### config.mk
export PLATFORM = sky130hd
export DESIGN_NAME = cpu_control_sequencer
export DESIGN_NICKNAME = d
export VERILOG_FILES = /design/src/rtl/cpu_control_sequencer.sv
export SDC_FILE = /design/constraint.sdc
export NUM_CORES = 1
export LEC_CHECK = 0
export BUFFER_PORTS_ARGS = -buffer_cell sky130_fd_sc_hd__buf_2
export CORE_MARGIN = 2
export CORE_UTILIZATION = 49
export DETAILED_ROUTE_END_ITERATION = 8
export PLACE_DENSITY = 0.94
export SYNTH_ARGS = -nofsm -noshare
export SYNTH_HDL_FRONTEND = slang
export SYNTH_SLANG_ARGS = --single-unit
### constraint.sdc
create_clock -name clk -period 4.5 [get_ports clk]
set_input_delay 0.9 -clock clk [delete_from_list [all_inputs] [get_ports clk]]
set_output_delay 0.9 -clock clk [all_outputs]
set_load 0.02 [all_outputs]
### src/rtl/cpu_control_sequencer.sv
// cpu_control_sequencer
//   Fetch/decode/execute controller for the 8-bit CPU. Owns only the
//   instruction sequencing state. The PC, IR, accumulator, ALU and output
//   register live in the datapath and are steered by the strobes below.
//
// Ports
//   clk        in   rising-edge clock
//   reset      in   asynchronous, active-high
//   run        in   permits new instruction fetches
//   instr      in   [7:0] instruction word (opcode [7:4], operand [3:0])
//   mem_ready  in   memory completes the current access this cycle
//   zero_flag  in   accumulator == 0
//   pc_en      out  increment PC
//   pc_load    out  load PC from operand
//   ir_load    out  capture instr into IR
//   mem_req    out  memory access request
//   mem_we     out  write strobe (qualified by mem_req)
//   addr_sel   out  0 = PC address, 1 = operand address
//   alu_op     out  [1:0] 00 pass, 01 add, 10 sub
//   acc_load   out  load accumulator
//   acc_src    out  [1:0] 00 memory, 01 ALU, 10 immediate
//   out_load   out  load output register
//   halted     out  high in HALT or FAULT
//   fault      out  high in FAULT
//   state      out  [2:0] current state, for debug
module cpu_control_sequencer #(
  parameter int TIMEOUT = 15  // max wait cycles on mem_ready; 0 disables
) (
  input  logic       clk,
  input  logic       reset,
  input  logic       run,
  input  logic [7:0] instr,
  input  logic       mem_ready,
  input  logic       zero_flag,
  output logic       pc_en,
  output logic       pc_load,
  output logic       ir_load,
  output logic       mem_req,
  output logic       mem_we,
  output logic       addr_sel,
  output logic [1:0] alu_op,
  output logic       acc_load,
  output logic [1:0] acc_src,
  output logic       out_load,
  output logic       halted,
  output logic       fault,
  output logic [2:0] state
);

  typedef enum logic [2:0] {
    S_FETCH  = 3'd0,
    S_DECODE = 3'd1,
    S_EXEC   = 3'd2,
    S_MEMOP  = 3'd3,
    S_HALT   = 3'd4,
    S_FAULT  = 3'd5
  } state_t;

  localparam logic [3:0] OP_LDA = 4'h1;
  localparam logic [3:0] OP_ADD = 4'h2;
  localparam logic [3:0] OP_SUB = 4'h3;
  localparam logic [3:0] OP_STA = 4'h4;
  localparam logic [3:0] OP_LDI = 4'h5;
  localparam logic [3:0] OP_JMP = 4'h6;
  localparam logic [3:0] OP_JZ  = 4'h7;
  localparam logic [3:0] OP_OUT = 4'h8;
  localparam logic [3:0] OP_HLT = 4'hF;

  // Counter only has to reach TIMEOUT-1: the wait cycle that finds it there
  // is the TIMEOUT-th and triggers the fault.
  localparam int CW = (TIMEOUT > 1) ? $clog2(TIMEOUT) : 1;
  localparam logic [CW-1:0] LAST = CW'((TIMEOUT > 0) ? TIMEOUT - 1 : 0);

  state_t        cur;
  logic [3:0]    opcode;
  logic [3:0]    operand;
  logic [CW-1:0] wait_cnt;
  logic          req;
  logic          timeout_hit;

  // The operand is held for debug visibility only; the datapath takes the
  // jump/memory address from its own IR copy.
  logic unused_operand;
  assign unused_operand = ^operand;

  // Ungated request: the reset branch of the state register dominates, so
  // the reset gating applied to the ports is not needed here.
  assign req         = ((cur == S_FETCH) && run) || (cur == S_MEMOP);
  assign timeout_hit = (TIMEOUT > 0) && req && !mem_ready && (wait_cnt == LAST);

  // NOTE: async reset in the sensitivity list and <= for every state
  // element, so all registers update together from pre-edge values.
  always_ff @(posedge clk or posedge reset) begin
    if (reset) begin
      cur      <= S_FETCH;
      opcode   <= '0;
      operand  <= '0;
      wait_cnt <= '0;
    end else begin
      // Counts consecutive stalled request cycles; any non-waiting cycle
      // (including the idle cycles between requests) clears it.
      if (req && !mem_ready) wait_cnt <= wait_cnt + CW'(1);
      else                   wait_cnt <= '0;

      case (cur)
        S_FETCH: begin
          if (run) begin
            if (mem_ready) begin
              opcode  <= instr[7:4];
              operand <= instr[3:0];
              cur     <= S_DECODE;
            end else if (timeout_hit) begin
              cur <= S_FAULT;
            end
          end
        end
        S_DECODE: cur <= S_EXEC;
        S_EXEC: begin
          case (opcode)
            OP_LDA, OP_ADD, OP_SUB, OP_STA: cur <= S_MEMOP;
            OP_HLT:                         cur <= S_HALT;
            default:                        cur <= S_FETCH;
          endcase
        end
        S_MEMOP: begin
          if (mem_ready)        cur <= S_FETCH;
          else if (timeout_hit) cur <= S_FAULT;
        end
        S_HALT:  cur <= S_HALT;
        S_FAULT: cur <= S_FAULT;
        default: cur <= S_FAULT;
      endcase
    end
  end

  assign state = cur;

  // Strobes are a combinational decode so that the mem_ready cycle itself
  // carries ir_load/acc_load; reset forces them low even while the state
  // register already reads FETCH, which aborts an access immediately.
  always_comb begin
    // NOTE: every output gets a default first so no path infers a latch.
    pc_en    = 1'b0;
    pc_load  = 1'b0;
    ir_load  = 1'b0;
    mem_req  = 1'b0;
    mem_we   = 1'b0;
    addr_sel = 1'b0;
    alu_op   = 2'b00;
    acc_load = 1'b0;
    acc_src  = 2'b00;
    out_load = 1'b0;
    halted   = 1'b0;
    fault    = 1'b0;
    if (!reset) begin
      case (cur)
        S_FETCH: begin
          if (run) begin
            mem_req = 1'b1;
            if (mem_ready) begin
              ir_load = 1'b1;
              pc_en   = 1'b1;
            end
          end
        end
        S_EXEC: begin
          case (opcode)
            OP_LDI: begin
              acc_load = 1'b1;
              acc_src  = 2'b10;
            end
            OP_JMP:  pc_load  = 1'b1;
            OP_JZ:   pc_load  = zero_flag;
            OP_OUT:  out_load = 1'b1;
            default: ;
          endcase
        end
        S_MEMOP: begin
          mem_req  = 1'b1;
          addr_sel = 1'b1;
          mem_we   = (opcode == OP_STA);
          if (mem_ready) begin
            case (opcode)
              OP_LDA: acc_load = 1'b1;
              OP_ADD: begin
                acc_load = 1'b1;
                acc_src  = 2'b01;
                alu_op   = 2'b01;
              end
              OP_SUB: begin
                acc_load = 1'b1;
                acc_src  = 2'b01;
                alu_op   = 2'b10;
              end
              default: ;
            endcase
          end
        end
        S_HALT:  halted = 1'b1;
        S_FAULT: begin
          halted = 1'b1;
          fault  = 1'b1;
        end
        default: ;
      endcase
    end
  end

endmodule

==> results.cfg, run 1 <==
[status]
outcome = completed

[finish]
n_fill_cell = 120
fin_nets = 116
final_layout_size_suffix_gt1_share_pct = 37.0
areaGrowthSynthToFinish_pct = 19.7
diodes = 0

[logic_synthesis]
synth_seq_area_share_pct = 39.1
yosysTopAreaCell = dfrtp_1
yosysMostFrequentCell = dfrtp_1
syn_inst = 77
ys_top_cells_by_count = 11 x dfrtp_1, 10 x nor2_1, 5 x inv_1, 5 x o21ai_0, 4 x mux2_2
netlist.area_leader.share_pct = 39.1
ys.flop_type = dfrtp_1
syn_avg_cell_area_um2 = 9.15
synth-edff-count = 0
ys_warn_count = 0
syn_nets = 92
syn_area_um2 = 704
ys_top_cells_by_area = dfrtp_1 39%, mux2_2 6.4%, nor2_1 5.3%
ys_types = 33
synth_seq_cells = 11
synthArstFlopShare_pct = 100

[grt]
grt_start_max_net_pins = 13
grt_pass1_wl_mm = 2.63
grt_pass1_vias = 600
grt-ovfl-total = 0
grt_usage_pct = 18.7
antenna_found_initial = 0

[sta]
fmax_mhz = 317
fin_ws_ps = 1340
rsz0062_at_grt = no
setup-violations-final = 0
setup_tns_ps = 0
whs_ps = 502
min_period_ps = 3160
tightest_slew_ps = 421
final_hold_viol_count = 0
finalClockSkew_ps = 0.131
fin_crit_sh_pct = 70.2
drv_slew = 0
relSlewSlack_pct = 71.9

[detailed_routing]
routedWlPerCell_um = 13.4
drt_iter0_drc = 9
drc = 0
first_pass_iters = 4
vias = 645
routed_wl_mm = 1.54
drt-vias-per-instance = 5.61
drtAntennaViolNets = 0

[hold_path]
hold_class = flip-flop to flip-flop

[place]
gp_congestion = 0.756
port_buffers = 25
place_ws_ps = 1360
dp_hpwl_mm = 1.16

[floorplan]
die_width_um = 41.9
die_h_um = 41.9
placementRows = 13
core_um2 = 1320
initial_utilization_pct = 53.5
dieArea_um2 = 1760
ios = 30

[cts]
cts_setup_buffers = 0
path_clk_slew_ps = 60
cts_hold_buf = 0
cts-root-buf = clkbuf_4
cts_inserted_buffers = 3
cts.htree.levels = 1
clockBufferDepth = 2
cts_resized = 0
cts_tree = yes
cts_sinks = 11
clk_latency_ps = 260

[power_and_ir_drop]
vdd_drop_max_mv = 0.132
leakage_nw = 0.418
p_per_area_nw_per_um2 = 204

[worst_setup_path]
required_ps = 3600
cp_data_arrival_time_ps = 2260
crit_type = primary input to primary output
end_kind = primary output
path_max_fanout = 5
critPathLaunchType = primary input

[flow_run]
drv_cap = 0
==> per-layer routing <==
metal / GRT usage [%] / vias to the layer above / part of all wire [%]
met3: 1.74 / 4 / 5.9
met1: 25.0 / 298 / 43
met4: 7.74 / 0 / 1.9
li1: - / 316 / -
met2: 30.9 / 27 / 49
met5: 0 / - / 0
==> layout make-up <==
cell class                 count  area, um2  area share [%]
multi-input combinational     55        379            45.0
sequential                    11        275            32.6
timing repair buffer          25        125            14.8
inverter                       5       18.8            2.23
tap                           15       18.8            2.23
clock buffer                   4       26.3            3.12
==> per-stage QoR <==
stage | cell area (um2) | utilization [%] | power [W] | std cells
after CTS | 843 | 64.0 | 0.000175 | 115
after floorplan | 704 | - | 0.000105 | 77
final | 843 | 64.0 | 0.000172 | 115
after global routing | 843 | 64.0 | 0.000182 | 115
after global placement | 817 | 62.0 | 0.000110 | 111
after detailed placement | 817 | 62.0 | 0.000110 | 111
==> cell usage in the layout (no fill, tap or decap), types with 2 or more instances in the layout <==
| cell type | count |
|---|---|
| nor4b_1 | 2 |
| nand4_1 | 2 |
| and2_1 | 2 |
| buf_2 | 25 |
| nand2b_1 | 3 |
| ha_1 | 2 |
| inv_1 | 5 |
| nor2_1 | 10 |
| nand3_1 | 3 |
| dfrtp_1 | 11 |
| clkbuf_4 | 3 |
| and3_1 | 3 |
| nor3_1 | 2 |
| o21ai_0 | 5 |
| mux2_2 | 4 |
==> worst max-delay path, cell delays in order <==
cell     delay (ps)
buf_2           120
or3b_1          410
or4_4           520
a21oi_2         140
buf_2           170
==> kinds of logic (layout without fill, tap and decap cells) <==
| family | after synthesis | in the layout | share of synthesized area (%) |
|---|---|---|---|
| buf+inv | 11 | 34 | 7.10 |
| fa+ha+maj | 2 | 2 | 3.55 |
| compound gates | 12 | 12 | 11.9 |
| flops | 11 | 11 | 39.1 |
| xor+xnor | 2 | 2 | 2.49 |
| mux | 4 | 4 | 6.39 |
| simple gates | 35 | 35 | 29.5 |
==> worst paths after layout <==
| path | startpoint | to | slack (ps) | cells after the start |
|---|---|---|---|---|
| min in group asynchronous | reset | state[2] | 660 | 2 |
| worst max-delay path | reset | acc_load | 1340 | 5 |
| worst min-delay path | wait_cnt[0] | wait_cnt[0] | 500 | 1 |
| worst max register to register | state[0] | state[2] | 2890 | 3 |
| max in group asynchronous | reset | opcode[2] | 3550 | 2 |
| worst min register to register | wait_cnt[0] | wait_cnt[0] | 500 | 1 |
==> registers in the layout, indices dropped and copies added, names as in the netlist <==
register,flops
opcode,4
state,3
wait_cnt,4
==> report_power, final <==
group / internal, W / switching [W] / total (W)
registers: 0.0000988 / 0 / 0.0000988
clock network: 0.0000342 / 0.0000296 / 0.0000638
logic: 0.00000383 / 0.00000578 / 0.00000960
Power figures use the tool's default switching activity.
==> inputs of run 2 (changes only) <==
--- a/config.mk
+++ b/config.mk
@@ -7,9 +7,9 @@
 export LEC_CHECK = 0
 export BUFFER_PORTS_ARGS = -buffer_cell sky130_fd_sc_hd__buf_2
 export CORE_MARGIN = 2
-export CORE_UTILIZATION = 49
+export CORE_UTILIZATION = 41
 export DETAILED_ROUTE_END_ITERATION = 8
-export PLACE_DENSITY = 0.94
+export PLACE_DENSITY = 0.85
 export SYNTH_ARGS = -nofsm -noshare
 export SYNTH_HDL_FRONTEND = slang
 export SYNTH_SLANG_ARGS = --single-unit
==> constraint.sdc (replaced) <==
create_clock -name clk -period 2.6 [get_ports clk]
set_input_delay 0.52 -clock clk [delete_from_list [all_inputs] [get_ports clk]]
set_output_delay 0.52 -clock clk [all_outputs]
set_load 0.02 [all_outputs]
==> results.cfg, run 2 (synthesis results as in run 1) <==
[status]
outcome = completed

[finish]
areaGrowthSynthToFinish_pct = 22.0
n_fill_cell = 145
final_layout_size_suffix_gt1_share_pct = 38.2
diodes = 0
stdcell_count = 118
fin_nets = 118
final_common_cell = buf_2
multiInputGateArea_um2 = 379
seqCellArea_um2 = 275
final_cell_mix = 25 x buf_2, 11 x dfrtp_1, 10 x nor2_1

[cts]
cts_resized = 0
cts_sinks = 11
cts_inserted_buffers = 3
clockBufferDepth = 2
cts.htree.levels = 1
cts_hold_buf = 0
clk_latency_ps = 280
cts-root-buf = clkbuf_4
cts_setup_buffers = 0
path_clk_slew_ps = 70
cts_tree = yes

[worst_setup_path]
crit_start = state[2]
crit_type = flip-flop to primary output
required_ps = 2080
critPathLaunchType = flip-flop
end_kind = primary output
rr_startpoint = state[1]
path_max_fanout = 9
cp_data_arrival_time_ps = 2000

[grt]
grt_pass1_wl_mm = 2.67
grt-ovfl-total = 0
grt_pass1_vias = 595
antenna_found_initial = 0
grt_usage_pct = 18.4
grt_start_max_net_pins = 13

[power_and_ir_drop]
intPower_w = 0.000238
p_comb_share_pct = 5.8
pwr-share-seq_pct = 55.4
leakage_nw = 0.429
clkPwrFrac_pct = 38.8
vdd_drop_max_mv = 0.262
switchingPower_w = 0.0000707
swShare_pct = 22.9
p_per_area_nw_per_um2 = 359

[floorplan]
placementRows = 14
ios = 30
die_width_um = 45.5
core_um2 = 1560
dieArea_um2 = 2070
die_h_um = 45.5
initial_utilization_pct = 45.2

[detailed_routing]
drc = 0
drt_iter0_drc = 21
routed_wl_mm = 1.60
vias = 664
routedWlPerCell_um = 13.6
drtAntennaViolNets = 0
first_pass_iters = 4
drt-vias-per-instance = 5.63

[hold_path]
hold_class = primary input to asynchronous set/reset pin

[place]
gp_congestion = 0.757
dp_hpwl_mm = 1.24
place_ws_ps = 224
dp.cells = 114
port_buffers = 25

[sta]
min_period_ps = 2520
setup_tns_ps = 0
fin_crit_sh_pct = 96.8
relSlewSlack_pct = 78.6
fin_ws_ps = 82.1
tightest_slew_ps = 321
final_hold_viol_count = 0
setup-violations-final = 0
finalClockSkew_ps = 3.56
drv_slew = 0
rsz0062_at_grt = no
fmax_mhz = 397

[flow_run]
drv_cap = 0
-- run 2: changes by cell type in the layout (fill, tap and decap cells not counted), sizes merged --
cell,delta
buf,+2
-- run 2: layer usage --
layer  global-route usage, %  share of wire, %  vias to the layer above
li1                        -                 -                      322
met4                    10.6               1.4                        0
met2                    28.7                52                       20
met5                       0                 0                        -
met3                    3.57               4.4                        4
met1                    23.7                42                      318
-- run 2: worst max-delay path, stage by stage, from the launching register on --
cell	delay (ps)
dfrtp_1	460
or3b_1	460
or4_4	510
a21oi_2	140
buf_2	160
-- run 2: cell type report --
| type | count | share of cell area (%) |
|---|---|---|
| Sequential cell | 11 | 32.0 |
| Clock buffer | 4 | 3.06 |
| Inverter | 5 | 2.18 |
| Tap cell | 16 | 2.33 |
| Timing Repair Buffer | 27 | 16.3 |
| Multi-Input combinational cell | 55 | 44.1 |
-- run 2: power groups by stage --
stage	clock, W	combinational, W	sequential (W)
final	0.000120	0.0000179	0.000171
after global routing	0.000132	0.0000205	0.000171
after CTS	0.000126	0.0000183	0.000171
after detailed placement	0	0.0000182	0.000174
after global placement	0	0.0000176	0.000174
after floorplan	0	0.00000662	0.000174
-- run 2: worst paths after layout --
kind | endpoint | slack (ps) | depth (start not counted)
max | acc_load | 80 | 4
min | state[1] | 250 | 3
max reg2reg | state[2] | 890 | 4
min reg2reg | wait_cnt[0] | 490 | 1
max in group asynchronous | wait_cnt[3] | 2200 | 3
min in group clk | opcode[3] | 470 | 2
-- run 2: per-stage QoR --
stage / area [um2] / total power [W] / hold WS [ps] / utilization (%)
after floorplan: 704 / 0.000181 / 377 / -
after global placement: 833 / 0.000192 / 468 / 53.5
after detailed placement: 833 / 0.000193 / 485 / 53.5
after CTS: 860 / 0.000315 / 244 / 55.1
after global routing: 860 / 0.000323 / 275 / 55.1
final: 860 / 0.000309 / 248 / 55.1
==> inputs of run 3 (changes only) <==
--- a/config.mk
+++ b/config.mk
@@ -7,9 +7,9 @@
 export LEC_CHECK = 0
 export BUFFER_PORTS_ARGS = -buffer_cell sky130_fd_sc_hd__buf_2
 export CORE_MARGIN = 2
-export CORE_UTILIZATION = 41
+export CORE_UTILIZATION = 49
 export DETAILED_ROUTE_END_ITERATION = 8
-export PLACE_DENSITY = 0.85
+export PLACE_DENSITY = 0.94
 export SYNTH_ARGS = -nofsm -noshare
 export SYNTH_HDL_FRONTEND = slang
 export SYNTH_SLANG_ARGS = --single-unit
==> constraint.sdc (replaced) <==
create_clock -name clk -period 3.1 [get_ports clk]
set_input_delay 0.62 -clock clk [delete_from_list [all_inputs] [get_ports clk]]
set_output_delay 0.62 -clock clk [all_outputs]
set_load 0.02 [all_outputs]
==> results.cfg, run 3 (synthesis results as in run 1) <==
[worst_setup_path]
r2r_cells = 3
rr_endpoint = state[2]
path_max_fanout = 11
rr_startpoint = state[0]
critPathLaunchType = flip-flop
required_ps = 2480
cp_slowest_cell = or4_4
cpPeakStageDelay_ps = 520
r2r_slack_ps = 1450
crit_chain = or3b_1, or4_4, a21oi_2, buf_2
crit_type = flip-flop to primary output
cp_data_arrival_time_ps = 2020
end_kind = primary output

[floorplan]
die_h_um = 41.9
initial_utilization_pct = 53.5
die_width_um = 41.9
ios = 30
placementRows = 13
dieArea_um2 = 1760
core_um2 = 1320

[grt]
grt_pass1_vias = 603
grt_usage_pct = 18.9
antenna_found_initial = 0
grt_pass1_wl_mm = 2.62
grt_start_max_net_pins = 13
grt-ovfl-total = 0

[flow_run]
drv_cap = 0

[power_and_ir_drop]
leakage_nw = 0.418
vdd_drop_max_mv = 0.230
p_per_area_nw_per_um2 = 300
power.total_w = 0.000253

[sta]
min_period_ps = 2640
fin_crit_sh_pct = 85.0
relSlewSlack_pct = 71.2
final_hold_viol_count = 0
finalClockSkew_ps = 1.61
drv_slew = 0
rsz0062_at_grt = no
whs_ps = 379
setup-violations-final = 0
tightest_slew_ps = 431
setup_tns_ps = 0
fmax_mhz = 379

[detailed_routing]
drt_iter0_drc = 18
vias = 652
routed_wl_mm = 1.58
drtAntennaViolNets = 0
drt-vias-per-instance = 5.67
first_pass_iters = 4
routedWlPerCell_um = 13.7
drc = 0

[finish]
final_common_cell = buf_2
final_layout_size_suffix_gt1_share_pct = 37.0
final_cell_mix = 25 x buf_2, 11 x dfrtp_1, 10 x nor2_1
fin_nets = 116
areaGrowthSynthToFinish_pct = 19.7
final_core_util_pct = 64.0
diodes = 0

[place]
port_buffers = 25
gp_congestion = 0.757
dp_hpwl_mm = 1.15

[cts]
clockBufferDepth = 2
path_clk_slew_ps = 70
cts_resized = 0
cts_inserted_buffers = 3
cts.htree.levels = 1
cts_tree = yes
cts_hold_buf = 0
cts-root-buf = clkbuf_4
cts_setup_buffers = 0
clk_latency_ps = 260
cts_sinks = 11

[status]
outcome = completed

[hold_path]
hold_class = primary input to asynchronous set/reset pin
## run 3: cell types whose count changed in the layout (fill, tap and decap cells not counted), sizes merged
cell  change
buf       -2
## run 3: stage by stage
step / worst slack [ps] / cells / area [um2]
finish: 465 / 115 / 843
global route: 367 / 115 / 843
CTS: 458 / 115 / 843
detailed placement: 520 / 111 / 817
global placement: 544 / 111 / 817
floorplan: 698 / 77 / 704
## run 3: final cells by class
cell class                 instances  area [um2]
clock buffer                       4        26.3
fill                             120         474
inverter                           5        18.8
multi-input combinational         55         379
sequential                        11         275
tap                               15        18.8
timing repair buffer              25         125
## run 3: worst max-delay path by stage
stage,to,slack [ps],cells after the start,startpoint
3_3_place_gp,acc_load,540,5,reset
3_5_place_dp,acc_load,520,5,reset
2_1_floorplan,acc_src[1],700,3,reset
6_report,acc_load,460,4,state[1]
4_1_cts,acc_load,460,4,state[1]
5_1_grt,acc_load,370,4,state[1]
## run 3: power breakdown
group | internal (W) | switching [W] | total (W) | leakage, nW
Sequential | 0.000143 | 0 | 0.000143 | 0.143
Combinational | 0.00000556 | 0.00000852 | 0.0000141 | 0.260
Clock | 0.0000498 | 0.0000458 | 0.0000956 | 0.0150
## run 3: layer usage
| layer | part of all wire (%) | vias up | wire (um) | GRT usage [%] |
|---|---|---|---|---|
| li1 | - | 323 | - | - |
| met2 | 51 | 13 | 804 | 31.6 |
| met1 | 45 | 314 | 711 | 25.3 |
| met3 | 3.3 | 2 | 52 | 1.30 |
| met4 | 0.57 | 0 | 9 | 7.74 |
| met5 | 0 | - | 0 | 0 |
## run 3: worst max-delay path: cells and delay by family (launching register included)
kind,cells,cell delay (ps)
simple gates,2,950
flops,1,500
buf+inv,1,170
compound gates,1,140
